<file path="src/rtl/fpu_op_scheduler.sv">
// Single-issue scheduler between an FPU requester and the shared datapath.
// Latches one op, pulses dp_start, waits the opcode latency, holds the response.
module fpu_op_scheduler #(
    parameter int         WIDTH   = 32,
    parameter int         LAT_ADD = 3,
    parameter int         LAT_SUB = 3,
    parameter int         LAT_MUL = 4,
    parameter int         LAT_DIV = 12,
    parameter logic [3:0] OP_EN   = 4'b1111
) (
    input  logic             clk,
    input  logic             rst,
    input  logic             req_valid,
    output logic             req_ready,
    input  logic [1:0]       req_op,
    input  logic [WIDTH-1:0] req_opa,
    input  logic [WIDTH-1:0] req_opb,
    output logic             dp_start,
    output logic [1:0]       dp_op,
    output logic [WIDTH-1:0] dp_opa,
    output logic [WIDTH-1:0] dp_opb,
    input  logic [WIDTH-1:0] dp_result,
    input  logic             dp_err,
    output logic             resp_valid,
    input  logic             resp_ready,
    output logic [WIDTH-1:0] resp_out,
    output logic             resp_err,
    output logic             busy
);

    typedef enum logic [1:0] {
        IDLE = 2'd0,
        EXEC = 2'd1,
        RESP = 2'd2
    } state_t;

    // Counter preload is latency minus one so cnt==0 marks the last EXEC cycle.
    localparam logic [7:0] LM_ADD = 8'(LAT_ADD - 1);
    localparam logic [7:0] LM_SUB = 8'(LAT_SUB - 1);
    localparam logic [7:0] LM_MUL = 8'(LAT_MUL - 1);
    localparam logic [7:0] LM_DIV = 8'(LAT_DIV - 1);

    state_t           r_state;
    state_t           w_next;
    logic [7:0]       r_cnt;
    logic [7:0]       w_lat_m1;
    logic             r_start;
    logic [1:0]       r_op;
    logic [WIDTH-1:0] r_opa;
    logic [WIDTH-1:0] r_opb;
    logic [WIDTH-1:0] r_out;
    logic             r_err;
    logic             w_accept;
    logic             w_op_en;

    assign req_ready  = (r_state == IDLE) && !rst;
    assign w_accept   = req_valid && req_ready;
    assign w_op_en    = OP_EN[req_op];
    assign dp_start   = r_start;
    assign dp_op      = r_op;
    assign dp_opa     = r_opa;
    assign dp_opb     = r_opb;
    assign resp_valid = (r_state == RESP);
    assign resp_out   = r_out;
    assign resp_err   = r_err;
    assign busy       = (r_state != IDLE);

    always_comb begin
        w_lat_m1 = LM_ADD;
        unique case (req_op)
            2'b00: w_lat_m1 = LM_ADD;
            2'b01: w_lat_m1 = LM_SUB;
            2'b10: w_lat_m1 = LM_MUL;
            2'b11: w_lat_m1 = LM_DIV;
            default: w_lat_m1 = LM_ADD;
        endcase
    end

    always_comb begin
        w_next = r_state;
        unique case (r_state)
            IDLE: begin
                if (w_accept) begin
                    w_next = w_op_en ? EXEC : RESP;
                end
            end
            EXEC: begin
                if (r_cnt == 8'd0) begin
                    w_next = RESP;
                end
            end
            RESP: begin
                if (resp_ready) begin
                    w_next = IDLE;
                end
            end
            default: w_next = IDLE;
        endcase
    end

    always_ff @(posedge clk) begin
        if (rst) begin
            r_state <= IDLE;
            r_cnt   <= 8'd0;
            r_start <= 1'b0;
            r_op    <= 2'b00;
            r_opa   <= '0;
            r_opb   <= '0;
            r_out   <= '0;
            r_err   <= 1'b0;
        end else begin
            r_state <= w_next;
            r_start <= 1'b0;
            unique case (r_state)
                IDLE: begin
                    if (w_accept) begin
                        r_op  <= req_op;
                        r_opa <= req_opa;
                        r_opb <= req_opb;
                        if (w_op_en) begin
                            r_cnt   <= w_lat_m1;
                            r_start <= 1'b1;
                        end else begin
                            r_out <= '0;
                            r_err <= 1'b1;
                        end
                    end
                end
                EXEC: begin
                    if (r_cnt == 8'd0) begin
                        r_out <= dp_result;
                        r_err <= dp_err;
                    end else begin
                        r_cnt <= r_cnt - 8'd1;
                    end
                end
                default: ;
            endcase
        end
    end

endmodule
</file>
<file path="config.mk">
export PLATFORM = sky130hd
export DESIGN_NAME = fpu_op_scheduler
export DESIGN_NICKNAME = d
export VERILOG_FILES = /design/src/rtl/fpu_op_scheduler.sv
export SDC_FILE = /design/constraint.sdc
export NUM_CORES = 1
export LEC_CHECK = 0
export CAP_MARGIN = 0
export CORE_AREA = 2 2 112 114
export CTS_CLUSTER_DIAMETER = 80
export CTS_CLUSTER_SIZE = 30
export DETAILED_ROUTE_END_ITERATION = 16
export DIE_AREA = 0 0 114 116
export GPL_TIMING_DRIVEN = 1
export PLACE_DENSITY = 0.8
export SLEW_MARGIN = 20
export SYNTH_ARGS = -nofsm -noshare
export SYNTH_HDL_FRONTEND = slang
export SYNTH_SLANG_ARGS = --single-unit
</file>
<file path="constraint.sdc">
create_clock -name clk -period 1.95 [get_ports clk]
set_input_delay 0.4875 -clock clk [delete_from_list [all_inputs] [get_ports clk]]
set_output_delay 0.4875 -clock clk [all_outputs]
set_load 0.05 [all_outputs]
</file>
==> reports/qor.csv <==
metric,value,unit
r2r_cells,6,
drive_above_1_share,0.1833,
slew_violations,0,
slew_headroom,0.6634,
status,completed,
rows,40,
ant_nets,0,
grt_max_degree,65,
post-cts-setup-buffer-count,0,
min_period_over_period,0.9244,
avgViaCountPerCell,4.715,
setup_viol,0,
synth_edf_count,0,
synth_top_area_cell,dfxtp_1,
io_pins,206,
nets,794,
finalPower,0.006055,W
reg2reg_setup_slack,0.17,ns
synth_top_area_share,0.5304,
regArea,2202,µm²
rsz0062_at_grt,no,
p_leak,2.589,nW
via_count,3961,
drt_iter0_drc,172,
synth_commonest_cells,"nand2_1, dfxtp_1, nand2b_1",
path_class,flip-flop to primary output,
fillers,1090,
grt_pass1_vias,3868,
yosysSeqAreaShare,0.5304,
multiInputGateArea,1787,µm²
place_area,6157,µm²
netlist_instances,496,
holdPathStages,2,
die_h,116,µm
port_buffers,205,
die_w,114,µm
drv_cap,0,
layout_min_cycle_time,1.803,ns
p_per_area,936.0,nW/µm²
cts_buffer_depth,2,
finalInstanceArea,6469,µm²
core_area,11910,µm²
synth_top_cells_by_area,"dfxtp_1, nand2_1, nand2b_1, o21ai_0, a21oi_1",
htree_levels,3,
start_util,0.3485,
gr-total-overflow,0,
cts_tree,built,
place_congestion,0.8269,
synth-async-reset-ratio,0,
arrival,1.32,ns
synth.most_common_cell,nand2_1,
syn_to_final_growth,55.82,%
whs,0.4571,ns
antenna_found_initial,0,
worst_skew_pair.late_latency,0.34,ns
cts_inserted_buffers,9,
dr.pass1.iters,4,
synth_nets,601,
tightestPinTransition,0.5068,ns
wl_per_cell,13.52,µm
drc,0,
grt_pass1_wl,17.87,mm
hold_class,flip-flop to flip-flop,
synth_cell_type_count,35,
clkTransAtPathRegs,0.07,ns
synth_area,4151,µm²
synth_warnings,0,
cts_root_buffer,clkbuf_16,
hold_viol,0,
n_antenna_cell,0,
grt_use_total,0.1676,
drt_wl_total,11.36,mm
end_kind,primary output,
skew,0.007832,ns
hpwl,8.281,mm
setup_tns,0,ns
ys_seq_elements,110,
peakVddDrop,0.6198,mV
synth_flop_cell,dfxtp_1,
cp.required,1.46,ns
cts.sinks,110,
critPathLaunchType,flip-flop,
avgSynthCellArea,8.370,µm²
die_area,13220,µm²
fmax,554.8,MHz
worstPathMaxFanout,6,
-- final timing paths --
check                    from          end
setup reg to reg     r_cnt[0]     r_cnt[3]
hold reg to reg   resp_out[3]  resp_out[3]
setup / recovery   r_state[1]   resp_valid
hold / removal    resp_out[3]  resp_out[3]
-- cells in the final DEF, fill, tap and decap left out, types with 2 or more instances in the layout --
| cell | count |
|---|---|
| o21ai_1 | 15 |
| nand2_1 | 133 |
| dlygate4sd2_1 | 11 |
| clkbuf_16 | 9 |
| o21ai_0 | 51 |
| nor3_1 | 6 |
| clkdlybuf4s50_1 | 101 |
| bufinv_16 | 2 |
| dfxtp_1 | 110 |
| a21oi_1 | 34 |
| buf_4 | 98 |
| inv_1 | 2 |
| clkinv_4 | 2 |
| o211ai_1 | 4 |
| nand3_1 | 2 |
| inv_6 | 2 |
| nand2b_1 | 67 |
| ha_1 | 2 |
| nor2_1 | 11 |
| xor2_1 | 5 |
| nor2b_1 | 3 |
| buf_12 | 6 |
-- kinds of logic (layout without fill, tap and decap cells) --
| logic type | after synthesis | count (layout) | synth area share |
|---|---|---|---|
| mux | 1 | 1 | 0.002411 |
| flops | 110 | 110 | 0.5304 |
| compound gates | 108 | 108 | 0.1380 |
| xor+xnor | 6 | 6 | 0.01266 |
| buf+inv | 37 | 234 | 0.04219 |
| simple gates | 232 | 232 | 0.2682 |
| fa+ha+maj | 2 | 2 | 0.006027 |
-- critical path, stage by stage, from the launching register on --
cell     delay [ns]
dfxtp_1        0.48
nor2b_1        0.31
buf_12         0.18
-- through the flow --
step,setup slack (ns),std cells,utilization
6_report,0.1474,840,0.5431
2_1_floorplan,0.01325,496,-
4_1_cts,0.04461,840,0.5426
3_5_place_dp,-0.03898,825,0.5169
5_1_grt,0.03063,840,0.5431
3_3_place_gp,0.05061,825,0.5169
-- power breakdown --
group	internal, W	switching (W)
clock	0.00113	0.000824
sequential	0.00243	0.000116
combinational	0.000594	0.000963
total	0.00415	0.00190
-- flip-flops by register name, indices dropped and copies added, names as in the netlist --
name / flops
dp_op: 2
dp_opa: 32
dp_opb: 32
dp_start: 1
r_cnt: 8
r_state: 2
resp_err: 1
resp_out: 32
-- final cells by class --
| cell class | instances | area share |
|---|---|---|
| sequential | 110 | 0.3404 |
| timing repair buffer | 217 | 0.3043 |
| multi-input combinational | 349 | 0.2762 |
| clock buffer | 9 | 0.03482 |
| tap | 147 | 0.02843 |
| clock inverter | 6 | 0.01470 |
| inverter | 2 | 0.001161 |
-- metal layers --
metal,GRT usage,wire length (µm)
met1,0.1895,4703
met2,0.3063,5778
met3,0.04289,719
met4,0.05854,157
met5,0,0
-- timing repair --
| action | 4_1_cts | 5_1_grt |
|---|---|---|
| resized for setup | 11 | 2 |
| endpoints found under the hold margin | 0 | 0 |
| hold buffers | 0 | 0 |
| endpoints found under the setup margin | 11 | 2 |
(Power assumes the default switching activity.)
